[config.mk]
export PLATFORM = sky130hd
export DESIGN_NAME = updn_step_ctrl
export DESIGN_NICKNAME = d
export VERILOG_FILES = /design/src/rtl/updn_step_ctrl.sv
export SDC_FILE = /design/constraint.sdc
export NUM_CORES = 1
export LEC_CHECK = 0
export ABC_AREA = 1
export ABC_CLOCK_PERIOD_IN_PS = 1600
export BUFFER_PORTS_ARGS = -buffer_cell sky130_fd_sc_hd__buf_2
export CORE_MARGIN = 3
export CORE_UTILIZATION = 35
export CTS_CLUSTER_DIAMETER = 40
export DETAILED_ROUTE_END_ITERATION = 10
export PLACE_DENSITY = 0.59
export SLEW_MARGIN = 5
export SYNTH_ARGS = -nofsm -noshare
export SYNTH_HDL_FRONTEND = slang
export SYNTH_SLANG_ARGS = --single-unit
[constraint.sdc]
create_clock -name clk -period 1.6 [get_ports clk]
set_input_delay 0.16 -clock clk [delete_from_list [all_inputs] [get_ports clk]]
set_output_delay 0.16 -clock clk [all_outputs]
set_load 0.01 [all_outputs]
[src/rtl/updn_step_ctrl.sv]
// rtl/updn_step_ctrl.sv - button sync/debounce front-end producing step pulses and direction; optional auto-repeat under AUTO_REPEAT_EN
module updn_step_ctrl #(
    parameter int DB_CYCLES  = 4,
    parameter int RPT_DELAY  = 16,
    parameter int RPT_PERIOD = 8
) (
    input  logic clk,
    input  logic rst,
    input  logic btn_up_i,
    input  logic btn_dn_i,
    output logic step_o,
    output logic up_dn_o,
    output logic locked_o
);

    localparam int DBW = (DB_CYCLES > 1) ? $clog2(DB_CYCLES + 1) : 1;

    if (DB_CYCLES < 1 || RPT_DELAY < 1 || RPT_PERIOD < 1) begin : g_param_check
        $error("updn_step_ctrl: DB_CYCLES, RPT_DELAY and RPT_PERIOD must all be >= 1");
    end

    typedef enum logic [1:0] {
        IDLE    = 2'd0,
        HELD_UP = 2'd1,
        HELD_DN = 2'd2,
        LOCKED  = 2'd3
    } state_t;

    // Bit 0 is the up button, bit 1 the down button throughout.
    logic [1:0]     r_sync1;
    logic [1:0]     r_sync2;
    logic [1:0]     r_db;
    logic [1:0]     r_db_d;
    logic [1:0]     r_rise;
    logic [DBW-1:0] r_cnt [2];

    state_t r_state;
    state_t w_next;
    logic   w_step;
    logic   w_dir;
    logic   r_step;
    logic   r_up_dn;
    logic   w_rpt_fire;

    logic w_db_up;
    logic w_db_dn;
    logic w_rise_up;
    logic w_rise_dn;

    assign w_db_up   = r_db[0];
    assign w_db_dn   = r_db[1];
    assign w_rise_up = r_rise[0];
    assign w_rise_dn = r_rise[1];

    // Synchronise, debounce and register a one-cycle rising edge per button
    always_ff @(posedge clk) begin
        if (rst) begin
            r_sync1 <= '0;
            r_sync2 <= '0;
            r_db    <= '0;
            r_db_d  <= '0;
            r_rise  <= '0;
            for (int i = 0; i < 2; i++) begin
                r_cnt[i] <= '0;
            end
        end else begin
            r_sync1 <= {btn_dn_i, btn_up_i};
            r_sync2 <= r_sync1;
            r_db_d  <= r_db;
            r_rise  <= r_db & ~r_db_d;
            for (int i = 0; i < 2; i++) begin
                if (r_sync2[i] == r_db[i]) begin
                    r_cnt[i] <= '0;
                end else if (r_cnt[i] == DBW'(DB_CYCLES - 1)) begin
                    // The DB_CYCLES-th differing sample accepts the new level
                    r_cnt[i] <= '0;
                    r_db[i]  <= ~r_db[i];
                end else begin
                    r_cnt[i] <= r_cnt[i] + DBW'(1);
                end
            end
        end
    end

`ifdef AUTO_REPEAT_EN
    localparam int RPT_MAX = (RPT_DELAY > RPT_PERIOD) ? RPT_DELAY : RPT_PERIOD;
    localparam int HW      = (RPT_MAX > 1) ? $clog2(RPT_MAX + 1) : 1;

    logic [HW-1:0] r_hold;
    logic          r_first;
    logic          w_held_stay;

    // Repeat only while staying in a held state; leaving it cancels at once
    assign w_held_stay = ((r_state == HELD_UP) || (r_state == HELD_DN)) && (w_next == r_state);
    assign w_rpt_fire  = w_held_stay &&
                         (r_first ? (r_hold == HW'(RPT_DELAY - 1)) : (r_hold == HW'(RPT_PERIOD - 1)));

    // Hold counter: first interval is RPT_DELAY, later ones RPT_PERIOD
    always_ff @(posedge clk) begin
        if (rst || !w_held_stay) begin
            r_hold  <= '0;
            r_first <= 1'b1;
        end else if (w_rpt_fire) begin
            r_hold  <= '0;
            r_first <= 1'b0;
        end else begin
            r_hold <= r_hold + HW'(1);
        end
    end
`else
    assign w_rpt_fire = 1'b0;
`endif

    // FSM state register
    always_ff @(posedge clk) begin
        if (rst) begin
            r_state <= IDLE;
        end else begin
            r_state <= w_next;
        end
    end

    // Next-state logic; a press while the other button is held is a conflict
    always_comb begin
        w_next = r_state;
        case (r_state)
            IDLE: begin
                if (w_rise_up && w_rise_dn) begin
                    w_next = LOCKED;
                end else if (w_rise_up && !w_db_dn) begin
                    w_next = HELD_UP;
                end else if (w_rise_dn && !w_db_up) begin
                    w_next = HELD_DN;
                end else if (w_rise_up || w_rise_dn) begin
                    w_next = LOCKED;
                end
            end
            HELD_UP: begin
                if (!w_db_up) begin
                    w_next = w_db_dn ? LOCKED : IDLE;
                end
            end
            HELD_DN: begin
                if (!w_db_dn) begin
                    w_next = w_db_up ? LOCKED : IDLE;
                end
            end
            LOCKED: begin
                if (!w_db_up && !w_db_dn) begin
                    w_next = IDLE;
                end
            end
            default: w_next = IDLE;
        endcase
    end

    // Output decode: step on entry to a held state, or on an auto-repeat tick
    always_comb begin
        w_step = 1'b0;
        w_dir  = 1'b1;
        case (r_state)
            IDLE: begin
                if (w_next == HELD_UP) begin
                    w_step = 1'b1;
                    w_dir  = 1'b1;
                end else if (w_next == HELD_DN) begin
                    w_step = 1'b1;
                    w_dir  = 1'b0;
                end
            end
            HELD_UP: begin
                w_step = w_rpt_fire;
                w_dir  = 1'b1;
            end
            HELD_DN: begin
                w_step = w_rpt_fire;
                w_dir  = 1'b0;
            end
            default: begin
                w_step = 1'b0;
                w_dir  = 1'b1;
            end
        endcase
    end

    // Registered outputs; direction only moves together with a step
    always_ff @(posedge clk) begin
        if (rst) begin
            r_step  <= 1'b0;
            r_up_dn <= 1'b1;
        end else begin
            r_step <= w_step;
            if (w_step) begin
                r_up_dn <= w_dir;
            end
        end
    end

    assign step_o   = r_step;
    assign up_dn_o  = r_up_dn;
    assign locked_o = (r_state == LOCKED);

endmodule

==> metrics.cfg <==
[logic_synthesis]
yosysWarnings=0
yosysTopAreaCell=dfxtp_1
synth.area.top_cells=dfxtp_1 33%, edfxtp_1 21%, inv_1 9.2%, ha_1 7.3%, nor2_1 7.0%
synth_edf_count=6
yosysTopAreaCellShare=0.328
ys_ff_latch=20
synth.most_common_cell=inv_1
synth_area_per_cell_sq_um=8.62
syn_inst=99
syn_area_sq_um=853
async_flop_share=0
ys.flop_type=dfxtp_1
ys_seq_area_frac=0.540
yosys-top-cells-count=21 x inv_1, 16 x nor2_1, 14 x dfxtp_1
synth_cell_types=17

[critical_path]
ff2ff_path_depth=10
critPathMaxStageDelay_ps=370
crit_family=simple AND/OR/NAND/NOR gates
rrSetupSlack_ps=170
cp.required_ps=1780
path_class=register to register
cpMostUsedCell=inv_1
crit_path_end_kind=register
crit-reg2reg-launch=r_state[1]$_SDFF_PP0_
crit_fanout=4
cp_cell_sequence=inv_1, nand2_2, o211ai_2, nand2_2, inv_1, ha_1, nor2_2, inv_1, nand2_1, nand3_1
worstReg2RegEnd=up_dn_o$_SDFFE_PP1P_
critPathBufInv=3
cp.arrival_ps=1610
critPathLaunchType=register
critPathSlowestCell=dfxtp_2

[floorplanning]
fp.coreArea_sq_mm=0.00225
dieArea_sq_mm=0.00307
io_pins=7
die_w_um=55.4
rows=17
dieHeight_um=55.4
start_util=0.378

[clock_tree]
hold_buffers=0
htree_levels=1
clock-sinks=20
numCtsBuffers=3
clock-root-buffer=clkbuf_4
clk_pin_slew_ps=110
ctsLongestPathBuffers=2
cts_tree=built
clk_latency_ps=290

[timing]
whs_ps=61.0
setup_viol=0
rsz0062_at_grt=false
slew_viol_final=0
post-route-period-util=0.892
fin_crit_ps=1430
fin_setup_tns_ps=0
hold_viol=0
fmax_mhz=701
fin_skew_ps=5.37

[worst_hold_path]
hold_path.class=input pin to register
min_path_cells=3
min_to=r_sync1[1]$_SDFF_PP0_
hp-start=btn_dn_i

[layout]
nets=124
post_layout_nonfiller_instances=142
syn2layout_area_growth_pct=14.7
drive_above_1_share=0.219
diodes=0
fill_cells=236

[global_routing]
grt_use_total=0.0944
grt_pass1_wl_um=2340
gr-total-overflow=0
grt_start_max_net_pins=13
first_global_vias=560
antenna_found_initial=0

[detailed_routing]
drc=0
wl_um=1250
vias=600
viasPerCell=4.23
wl_per_cell_um=8.80
drt_iter0_markers=5
drtAntennaViolNets=0
firstDrtPassIters=4

[power_and_ir_drop]
peakVddDrop_uv=907
power.density_mw_per_mm2=1260
p_leak_nw=0.469

[place]
dp.cells=137
place.port_buffers=6
gp_congestion=0.854
detailed_place_hpwl_um=953

[run_status]
status=finished clean

[job]
cap_violations=0

through the flow:
step            util  power (W)  worst slack [ps]  cell area, sq um
3_5_place_dp   0.413   0.000981              72.1               932
5_1_grt        0.434    0.00134              3.68               978
2_1_floorplan      -   0.000904               220               872
3_3_place_gp   0.413   0.000974              97.3               932
6_report       0.434    0.00123               173               978
4_1_cts        0.425    0.00123              48.4               958
logic make-up after synthesis:
logic type                 after synthesis  share of synthesized area
DFF                                     20                      0.540
buffers and inverters                   24                      0.107
AOI/OAI and AO/OA                       10                     0.0821
adders and majority gates                5                     0.0733
and+or+nand+nor                         39                      0.194
other                                    1                    0.00439
layout by cell type (no fill, tap or decap), types with 3 or more instances in the layout:
master    Yosys  routed
nand3_1       3       3
nor2_2        3       4
dfxtp_1      14      10
inv_1        21      21
buf_2         1       6
dfxtp_2       0       3
nor2_1       16      15
ha_1          5       5
nand2_2       2       3
edfxtp_1      6       6
clkbuf_4      0       3
nand2_1      13      12
a21oi_1       4       4
conb_1        1       6
worst max-delay path by stage:
stage / from / endpoint / cells past startpoint / slack (ps)
2_1_floorplan: r_state[1]$_SDFF_PP0_ / up_dn_o$_SDFFE_PP1P_ / 10 / 220
3_3_place_gp: r_state[1]$_SDFF_PP0_ / up_dn_o$_SDFFE_PP1P_ / 10 / 100
3_5_place_dp: r_state[1]$_SDFF_PP0_ / up_dn_o$_SDFFE_PP1P_ / 10 / 70
4_1_cts: r_state[1]$_SDFF_PP0_ / up_dn_o$_SDFFE_PP1P_ / 10 / 50
5_1_grt: r_rise[0]$_SDFF_PP0_ / up_dn_o$_SDFFE_PP1P_ / 12 / 4
6_report: r_state[1]$_SDFF_PP0_ / up_dn_o$_SDFFE_PP1P_ / 10 / 170
area by class of cell:
cell class	count	area, sq um	share of cell area
Timing Repair Buffer	7	37.5	0.0384
Multi-Input combinational cell	60	325	0.332
Tap cell	28	35.0	0.0358
Inverter	23	86.3	0.0882
Sequential cell	20	468	0.478
Clock buffer	4	26.3	0.0269
metal layers:
| layer | GRT usage | part of all wire | vias to the layer above |
|---|---|---|---|
| met5 | 0 | 0 | - |
| met4 | 0.0521 | 0.017 | 0 |
| met3 | 0.0234 | 0.032 | 4 |
| met2 | 0.145 | 0.46 | 8 |
| met1 | 0.120 | 0.49 | 257 |
| li1 | - | - | 331 |
registers in the layout, indices dropped and copies added (netlist names):
register / count
r_cnt: 6
step_o: 1
r_rise: 2
r_sync2: 2
r_state: 2
up_dn_o: 1
r_db: 2
r_sync1: 2
r_db_d: 2
worst min-delay path: cells and delay by family:
family                 cells  cell delay, ps
and+or+nand+nor            1              30
buffers and inverters      2             140
report_power, final:
part	switching (W)	leakage [nW]	total, W	internal (W)
Clock	0.000142	0.0150	0.000239	0.0000969
Combinational	0.000233	0.275	0.000386	0.000153
Sequential	0.0000325	0.179	0.000608	0.000575
Total	0.000407	0.469	0.00123	0.000825
repair_timing:
| item | CTS | global route |
|---|---|---|
| setup buffers | 0 | 1 |
| resized for setup | 0 | 7 |
| setup endpoints to repair | 0 | 2 |
(Power assumes the default switching activity.)
